### config.mk
export PLATFORM = sky130hd
export DESIGN_NAME = pulse_pacer
export DESIGN_NICKNAME = d
export VERILOG_FILES = /design/src/rtl/pulse_pacer_pkg.sv /design/src/rtl/pulse_pacer_sync_2ff.sv /design/src/rtl/pulse_pacer.sv
export SDC_FILE = /design/constraint.sdc
export NUM_CORES = 1
export LEC_CHECK = 0
export ABC_AREA = 1
export BUFFER_PORTS_ARGS = -buffer_cell sky130_fd_sc_hd__buf_2
export CORE_AREA = 2 2 39 41
export CTS_CLUSTER_DIAMETER = 60
export DETAILED_ROUTE_END_ITERATION = 16
export DIE_AREA = 0 0 41 43
export HOLD_SLACK_MARGIN = 0.1
export PLACE_DENSITY = 0.6
export SLEW_MARGIN = 20
export SYNTH_ARGS = -nofsm -noshare
export SYNTH_HDL_FRONTEND = slang
export SYNTH_HIERARCHICAL = 1
export SYNTH_SLANG_ARGS = --single-unit
### constraint.sdc
create_clock -name clk_src -period 4.02 [get_ports clk_src]
set_input_delay 0.804 -clock clk_src [delete_from_list [all_inputs] [get_ports clk_src]]
set_output_delay 0.804 -clock clk_src [all_outputs]
set_load 0.05 [all_outputs]
### src/rtl/pulse_pacer_pkg.sv
// Shared types and defaults for the pulse pacer CDC front end.
package pulse_pkg;

  typedef enum logic [1:0] {
    ST_IDLE     = 2'd0,
    ST_GAP      = 2'd1,
    ST_WAIT_ACK = 2'd2
  } pacer_state_t;

  localparam int PACER_GAP_DEF   = 8;
  localparam int PACER_CNT_W_DEF = 4;

endpackage

### src/rtl/pulse_pacer_sync_2ff.sv
// Single-bit two-flop synchroniser, synchronous active-high reset to 0.
module sync_2ff (
  input  logic i_clk,
  input  logic i_reset,
  input  logic i_d,
  output logic o_q
);

  logic r_meta;
  logic r_sync;

  // metastability capture stage followed by the settled stage
  always_ff @(posedge i_clk) begin
    if (i_reset) begin
      r_meta <= 1'b0;
      r_sync <= 1'b0;
    end else begin
      r_meta <= i_d;
      r_sync <= r_meta;
    end
  end

  assign o_q = r_sync;

endmodule

### src/rtl/pulse_pacer.sv
// Paces bursty source-domain events into single-cycle pulses spaced >= GAP cycles.
// Optional macro PULSE_PACER_ACK_EN: also waits for a toggle ack from the dst domain.
module pulse_pacer
  import pulse_pkg::*;
#(
  parameter int GAP   = PACER_GAP_DEF,
  parameter int CNT_W = PACER_CNT_W_DEF
) (
  input  logic             clk_src,
  input  logic             reset,
  input  logic             event_in,
  input  logic             clear_ovf,
  input  logic             ack_tgl,
  output logic             pulse_out,
  output logic [CNT_W-1:0] pending,
  output logic             overflow,
  output logic             busy
);

  localparam int GW = $clog2(GAP);
  localparam logic [GW-1:0]    GAP_LOAD = GW'(GAP - 1);
  localparam logic [GW-1:0]    GAP_ZERO = {GW{1'b0}};
  localparam logic [CNT_W-1:0] CNT_MAX  = {CNT_W{1'b1}};
  localparam logic [CNT_W-1:0] CNT_ZERO = {CNT_W{1'b0}};

  pacer_state_t     r_state;
  pacer_state_t     w_state_nxt;
  logic [GW-1:0]    r_gap_cnt;
  logic [GW-1:0]    w_gap_nxt;
  logic [CNT_W-1:0] r_pending;
  logic [CNT_W-1:0] w_pending_nxt;
  logic             r_overflow;
  logic             w_overflow_nxt;
  logic             r_pulse;
  logic             w_emit;
  logic             w_drop;
  logic             w_has_pend;
  logic             w_gap_release;
  logic             w_ack_release;

`ifdef PULSE_PACER_ACK_EN
  logic w_ack_sync;
  logic r_ack_sync_d;
  logic w_ack_seen;
  logic r_ack_flag;

  sync_2ff u_ack_sync (
    .i_clk   (clk_src),
    .i_reset (reset),
    .i_d     (ack_tgl),
    .o_q     (w_ack_sync)
  );

  // edge detect on the synchronised toggle, plus an ack remembered during GAP
  always_ff @(posedge clk_src) begin
    if (reset) begin
      r_ack_sync_d <= 1'b0;
      r_ack_flag   <= 1'b0;
    end else begin
      r_ack_sync_d <= w_ack_sync;
      if (w_emit) begin
        r_ack_flag <= 1'b0;
      end else if ((r_state == ST_GAP) && w_ack_seen) begin
        r_ack_flag <= 1'b1;
      end else begin
        r_ack_flag <= r_ack_flag;
      end
    end
  end

  assign w_ack_seen    = w_ack_sync ^ r_ack_sync_d;
  assign w_gap_release = r_ack_flag | w_ack_seen;
  assign w_ack_release = w_ack_seen;
`else
  logic w_unused_ack;
  assign w_unused_ack  = ack_tgl;
  assign w_gap_release = 1'b1;
  assign w_ack_release = 1'b1;
`endif

  assign w_has_pend = (r_pending != CNT_ZERO);

  // state, gap counter and registered outputs
  always_ff @(posedge clk_src) begin
    if (reset) begin
      r_state    <= ST_IDLE;
      r_gap_cnt  <= GAP_ZERO;
      r_pending  <= CNT_ZERO;
      r_overflow <= 1'b0;
      r_pulse    <= 1'b0;
    end else begin
      r_state    <= w_state_nxt;
      r_gap_cnt  <= w_gap_nxt;
      r_pending  <= w_pending_nxt;
      r_overflow <= w_overflow_nxt;
      r_pulse    <= w_emit;
    end
  end

  // next-state and emit decision
  always_comb begin
    w_state_nxt = r_state;
    w_emit      = 1'b0;
    case (r_state)
      ST_IDLE: begin
        if (w_has_pend) begin
          w_emit      = 1'b1;
          w_state_nxt = ST_GAP;
        end else begin
          w_state_nxt = ST_IDLE;
        end
      end
      ST_GAP: begin
        if (r_gap_cnt != GAP_ZERO) begin
          w_state_nxt = ST_GAP;
        end else if (!w_gap_release) begin
          w_state_nxt = ST_WAIT_ACK;
        end else if (w_has_pend) begin
          w_emit      = 1'b1;
          w_state_nxt = ST_GAP;
        end else begin
          w_state_nxt = ST_IDLE;
        end
      end
      ST_WAIT_ACK: begin
        if (!w_ack_release) begin
          w_state_nxt = ST_WAIT_ACK;
        end else if (w_has_pend) begin
          w_emit      = 1'b1;
          w_state_nxt = ST_GAP;
        end else begin
          w_state_nxt = ST_IDLE;
        end
      end
      default: begin
        w_state_nxt = ST_IDLE;
      end
    endcase
  end

  // gap countdown, saturating pending counter and sticky overflow
  always_comb begin
    w_gap_nxt      = r_gap_cnt;
    w_pending_nxt  = r_pending;
    w_overflow_nxt = r_overflow;
    w_drop         = event_in & ~w_emit & (r_pending == CNT_MAX);

    if (w_emit) begin
      w_gap_nxt = GAP_LOAD;
    end else if ((r_state == ST_GAP) && (r_gap_cnt != GAP_ZERO)) begin
      w_gap_nxt = r_gap_cnt - GW'(1);
    end else begin
      w_gap_nxt = r_gap_cnt;
    end

    case ({event_in, w_emit})
      2'b10: begin
        if (r_pending != CNT_MAX) begin
          w_pending_nxt = r_pending + CNT_W'(1);
        end else begin
          w_pending_nxt = r_pending;
        end
      end
      2'b01: begin
        w_pending_nxt = r_pending - CNT_W'(1);
      end
      default: begin
        w_pending_nxt = r_pending;
      end
    endcase

    // a drop in the same cycle as a clear keeps the flag set
    if (w_drop) begin
      w_overflow_nxt = 1'b1;
    end else if (clear_ovf) begin
      w_overflow_nxt = 1'b0;
    end else begin
      w_overflow_nxt = r_overflow;
    end
  end

  assign pulse_out = r_pulse;
  assign pending   = r_pending;
  assign overflow  = r_overflow;
  assign busy      = (r_state != ST_IDLE) | w_has_pend;

endmodule

Word-level counts from Yosys, hierarchy flattened
Index checks and enable logic that the tools add are counted.
Widths: inputs -> output; s select.
Word-level totals
  bits in registers: 11
  output and inout bits: 7
Cells by class
  bitwise logic cells: 4
  reduce and logical (&&, ||, !) cells: 10
  eq/ne operators: 7
  muxes and demuxes: 12
  add/sub/neg operators: 3
Operator list (count)
  $pmux 4 s2: 1
  $reduce_bool 2->1: 4
  $mux 1: 6
  $mux 3: 2
  $add 4x1->4 const B: 1
  $eq 2x1->1 const B: 2
  $eq 2x2->1 const B: 2
  $eq 4x4->1 const B: 1
  $mux 4: 1
  $ne 4x4->1 const B: 1
  $pmux 1 s2: 2
  $reduce_bool 4->1: 1
  $sub 4x1->4 const B: 1
  $reduce_bool 3->1: 1
  $sub 3x1->3 const B: 1
  $and 1x1->1: 2
  $logic_not 2->1: 1
  $ne 2x2->1 const B: 1
  $reduce_and 2->1: 1
  $reduce_or 2->1: 1
  $logic_and 1x1->1: 1
  $not 1->1: 1
  $or 1x1->1: 1

Depth between registers and ports, before layout
Gate-level depths: netlist of the first run.
  word-level depth: 8
  mapped depth: 14
  mapped depth without buffers: 14

Worst setup path before layout of the first run
Ideal clock, no wire load.
  path kind: register to output
  start: reg r_pending[0], in the netlist pending[0]
  end: out busy
  arrival: 1218 ps
  path buffers: 0
  data required time: 3216 ps
  setup slack: 1998 ps
  cell stages (with the launch flop): 4
  cells stage by stage: dfxtp_1 -> nor2_2 -> nand2_4 -> or2_2
Between the ends
  longest elaborated chain between the ends: 2
RTL lines
  start, declared: line pulse_pacer.sv:30  | logic [CNT_W-1:0] r_pending;
  start signal, assigned: line pulse_pacer.sv:94  | r_pending <= w_pending_nxt;
  $reduce_bool 4->1: line pulse_pacer.sv:81  | assign w_has_pend = (r_pending != CNT_ZERO);
  $or 1x1->1: line pulse_pacer.sv:185  | assign busy = (r_state != ST_IDLE) | w_has_pend;
  end, declared: line pulse_pacer.sv:17  | output logic busy
Every way passes these cells.

Final worst setup path of the first run
Ends and elaborated chain as after synthesis.

==> results of run 1 <==
## kinds of logic (layout without fill, tap and decap cells)
group	count (synthesis)	after routing	share of synthesized area, %
flops	10	10	35.8
simple gates	35	35	32.0
fa+ha+maj	3	3	6.71
buf+inv	16	30	10.7
compound gates	11	11	13.2
xor+xnor	1	1	1.57
## metrics by stage
stage               hold slack (ns)  worst slack (ns)  instance area, um^2  utilization (%)  cells
finish                        0.463              1.84                  666             48.1    106
global route                  0.488              1.78                  666             48.1    106
CTS                           0.465              1.83                  666             48.1    106
detailed placement            0.454              1.92                  629             45.5    102
global placement              0.452              1.92                  629             45.5    102
floorplan                     0.442              2.00                  559                -     76
## routing by layer
layer / vias to the layer above / part of all wire [%] / global-route usage (%)
met5: - / 0 / 0
met1: 220 / 47 / 21.0
met4: 0 / 3.6 / 12.0
li1: 275 / - / -
met2: 14 / 44 / 22.8
met3: 5 / 5.0 / 3.66
## final cells by class
| cell class | count | area [um^2] |
|---|---|---|
| clock buffers | 4 | 36.3 |
| fillers | 151 | 718 |
| inverters | 16 | 60.1 |
| multi-input cells | 50 | 299 |
| flip-flops and latches | 10 | 200 |
| well taps | 16 | 20.0 |
| repair buffers | 10 | 50.0 |
## sequential cells by signal, summed over array words and instances (netlist names)
signal and flops:
r_state 1, pulse_out 1, overflow 1, r_gap_cnt 3, pending 4
## worst reg2reg max path, cell delays in order, from the launching register on
cell and delay (ns):
dfxtp_1 0.30, inv_1 0.12, ha_1 0.16, nand2_1 0.06, nand2_2 0.12, nand4_1 0.18, nand2_1 0.11, inv_1 0.04
ha_1 0.16, inv_1 0.05, nand2_1 0.05, xnor2_1 0.13, o211ai_1 0.16, inv_1 0.05
## Yosys cell counts (2+ instances only)
| master | number | area (um^2) |
|---|---|---|
| nand2_1 | 16 | 60.1 |
| inv_1 | 15 | 56.3 |
| dfxtp_1 | 10 | 200 |
| nor2_1 | 5 | 18.8 |
| nand3_1 | 4 | 20.0 |
| a21oi_1 | 3 | 15.0 |
| ha_1 | 3 | 37.5 |
| nand4_1 | 3 | 18.8 |
| nor2_2 | 2 | 12.5 |
| o211ai_1 | 2 | 15.0 |
## worst max path at each step
stage,end,slack (ns),depth (start not counted)
2_1_floorplan,busy,2.00,3
3_3_place_gp,pending[2],1.92,11
3_5_place_dp,pending[2],1.92,11
4_1_cts,busy,1.83,4
5_1_grt,busy,1.78,4
6_report,busy,1.84,4
==> flow_summary_export.csv, run 1 <==
group,metric,value,unit
yosys,synth_edf_count,0,
global_routing,grt_usage,16.4,%
job,cap_violations,0,
timing,hold_viol_final,0,
clock_network,cts_buffers,3,
timing,drv_slew,0,
route,drc,0,
clock_network,cts_root_buf,"clkbuf_4",
yosys,seq_area_frac_synth,35.8,%
global_routing,grt_pass1_vias,492,
worst_setup_path,r2r_end,"pending[2]",
global_routing,grt_overflow,0,
die,core-area,1380,um^2
cells_and_area,layout_commonest_cell,"nand2_1",
yosys,async_flop_share,0,%
worst_setup_path,path_max_fanout,8,
worst_setup_path,cp.arrival,1.38,ns
timing,period_share,54.2,%
yosys,synth_cell_types,23,
yosys,ys_ff_latch,10,
worst_setup_path,crit_path_start,"pending[0]",
yosys,synthCells,76,
timing,slew-limit-headroom,79.2,%
cells_and_area,final_layout_size_suffix_gt1_share,23.3,%
worst_hold_path,hold_path_class,"flip-flop to flip-flop",
worst_setup_path,critPathMaxStageDelay,0.39,ns
route,wl,1090,um
route,drtIter0Drc,11,
clock_network,cts_tree,"built",
clock_network,clock_path_buffers,2,
clock_network,clock_sinks,10,
die,die_x,41,um
yosys,yosysWarnings,6,
global_routing,grt_max_degree,9,
timing,clock_skew,0.000156,ns
place,place_hpwl,815,um
die,io_pins,12,
worst_setup_path,crit_chain,"nor2_2 > nand2_4 > or2_2 > buf_2",
clock_network,cts_resized,0,
global_routing,grt_pass1_wl,1930,um
clock_network,htree_levels,1,
worst_setup_path,cpLargestDelayFamily,"simple AND/OR/NAND/NOR gates",
die,num_rows,14,
die,start_util,40.4,%
worst_setup_path,timing.rr.start,"r_gap_cnt[0]",
place,io_buffers,10,
worst_setup_path,crit_required,3.22,ns
worst_setup_path,critPathSlowestCell,"dfxtp_1",
yosys,synth_ff_type,"dfxtp_1",
cells_and_area,diodes,0,
clock_network,postCtsHoldBufs,0,
timing,fmax,459,MHz
status,outcome,"finished clean",
place,place.gp.congestion,0.822,
yosys,avgSynthCellArea,7.36,um^2
worst_setup_path,reg2reg_depth,13,
worst_hold_path,min_to,"overflow",
worst_hold_path,holdPathStages,2,
route,first_pass_iters,5,
route,wl_per_cell,10.2,um
cells_and_area,syn_to_final_growth,19.0,%
worst_setup_path,cp_num_buf_inv,1,
clock_network,path_clk_slew,0.07,ns
timing,rsz0062_at_grt,"no",
worst_setup_path,startpoint_type,"flip-flop",
die,die_y,43,um
yosys,syn_nets,84,
worst_setup_path,r2r_setup_slack,2.22,ns
clock_network,cts_setup_buffers,0,
die,die_area,1760,um^2
cells_and_area,mostFrequentLayoutCells,"16 x nand2_1, 15 x inv_1, 10 x buf_2, 10 x dfxtp_1, 5 x nor2_1",
global_routing,grt_antenna_before_repair,0,
timing,final.setup.tns,0,ns
route,viasPerCell,4.85,
timing,finalSetupViolCount,0,
yosys,syn-cell-area,559,um^2
timing,worstMarginPinSlew,0.310,ns
cells_and_area,layout.nets,99,
route,ant_nets,0,
worst_hold_path,min_from,"overflow",
timing,min_period,2.18,ns
worst_setup_path,crit_type,"flip-flop to output port",
worst_setup_path,end_kind,"output port",
clock_network,clkLatencyLatePin,0.27,ns
route,num_vias,514,
Power of run 1 is left out: the tool's default activity adds up to more than one toggle a clock period on the data nets, which glitch-free logic cannot reach.
==> run 2, diff against run 1 <==
- PLACE_DENSITY: 0.6 -> 0.63
- clock period: 4.02 -> 1.88 ns (I/O delays scaled with it)
==> run 2 against run 1 <==
  * Critical path depth is the same
  * Register-to-register slack worse by 2.0 ns
  * Core utilization grew 2.5 points
  * Sequential share of layout area fell by 1.1 points
  * Global-route usage is 0.20 points lower
  * Count of clock-buffer cells in the layout unchanged
  * Non-clock buffer count grew 3
  * Cell area increased by 5.3%
==> flow_summary_export.csv, run 2 (synthesis results as in run 1) <==
group,metric,value,unit
timing,fmax,572,MHz
job,cap_violations,0,
clock_network,cts_root_buf,"clkbuf_4",
route,viasPerCell,4.98,
die,start_util,40.4,%
cells_and_area,n_fill_cell,144,
timing,drv_slew,0,
global_routing,grt_pass1_wl,2010,um
cells_and_area,mostFrequentLayoutCells,"15 x nand2_1, 14 x inv_1, 10 x buf_2, 8 x dfxtp_1, 5 x nor2_1",
worst_setup_path,end_kind,"output port",
clock_network,postCtsHoldBufs,0,
timing,worstMarginPinSlew,0.319,ns
route,wl,1140,um
cells_and_area,layout_commonest_cell,"nand2_1",
timing,finalSetupViolCount,0,
cells_and_area,largest_register_ffs,4,
clock_network,cts_tree,"built",
clock_network,cts_setup_buffers,0,
place,place_hpwl,867,um
die,die_y,43,um
worst_setup_path,r2r_setup_slack,0.18,ns
die,io_pins,12,
timing,min_period,1.75,ns
cells_and_area,diodes,0,
worst_setup_path,startpoint_type,"flip-flop",
die,die_x,41,um
global_routing,grt_usage,16.2,%
place,place.gp.congestion,0.882,
timing,rsz0062_at_grt,"no",
worst_setup_path,crit_required,1.50,ns
global_routing,grt_max_degree,9,
worst_setup_path,cp.arrival,1.37,ns
clock_network,clock_sinks,10,
timing,period_share,93.0,%
worst_setup_path,crit_type,"flip-flop to output port",
global_routing,grt_overflow,0,
global_routing,grt_pass1_vias,492,
die,die_area,1760,um^2
timing,final.setup.tns,0,ns
worst_setup_path,path_max_fanout,6,
clock_network,clock_path_buffers,2,
cells_and_area,syn_to_final_growth,25.3,%
route,wl_per_cell,10.5,um
clock_network,htree_levels,1,
timing,clock_skew,0.00198,ns
clock_network,cts_resized,0,
status,outcome,"finished clean",
die,core-area,1380,um^2
timing,hold_viol_final,0,
route,drc,0,
clock_network,clkLatencyLatePin,0.26,ns
worst_hold_path,hold_path_class,"primary input to flip-flop",
timing,slew-limit-headroom,78.6,%
cells_and_area,final_layout_size_suffix_gt1_share,31.2,%
route,num_vias,543,
route,ant_nets,0,
cells_and_area,multi_input_area,309,um^2
cells_and_area,ff_latch_area,203,um^2
clock_network,cts_buffers,3,
route,first_pass_iters,4,
die,num_rows,14,
cells_and_area,layout.nets,102,
global_routing,grt_antenna_before_repair,0,
place,io_buffers,10,
clock_network,path_clk_slew,0.07,ns
route,drtIter0Drc,9,
run 2: cell count changes in the layout (fill, tap and decap cells not counted):
cell	change
dfxtp_2	+2
dfxtp_1	-2
inv_2	+1
ha_2	+1
buf_4	+3
ha_1	-1
nand2_4	+1
nand2_1	-1
inv_1	-1
run 2: cell type report:
type	count	share of cell area [%]
multi-input cells	50	44.1
clock buffers	4	5.18
well taps	16	2.86
inverters	16	8.57
repair buffers	13	10.4
flip-flops and latches	10	28.9
run 2: path summary, 6_finish.rpt:
path | start | to | cells past startpoint
worst max-delay path | pending[3] | busy | 4
worst min-delay path | clear_ovf | overflow | 4
worst max register to register | r_gap_cnt[1] | pending[2] | 13
worst min register to register | overflow | overflow | 2
run 2: metrics by stage:
stage	hold WS [ns]	utilization (%)	area, um^2	setup WS, ns	std cells
CTS	0.355	49.8	689	0.130	109
detailed placement	0.454	47.2	653	0.188	105
global route	0.367	50.6	701	0.0211	109
floorplan	0.442	-	561	0.00339	76
global placement	0.449	47.2	653	0.195	105
finish	0.354	50.6	701	0.132	109
run 2: layer usage:
| layer | track usage (%) | vias to the layer above | wire length (um) |
|---|---|---|---|
| met3 | 4.71 | 2 | 83 |
| li1 | - | 281 | - |
| met2 | 22.2 | 18 | 468 |
| met4 | 4.00 | 0 | 11 |
| met5 | 0 | - | 0 |
| met1 | 24.3 | 242 | 579 |
run 2: critical path: stages, from the launching register on:
cell and delay, ns:
dfxtp_1 0.37, nor2_2 0.17, nand2_4 0.09, or2_2 0.27
buf_2 0.21
Power of run 2 is left out for the same reason.
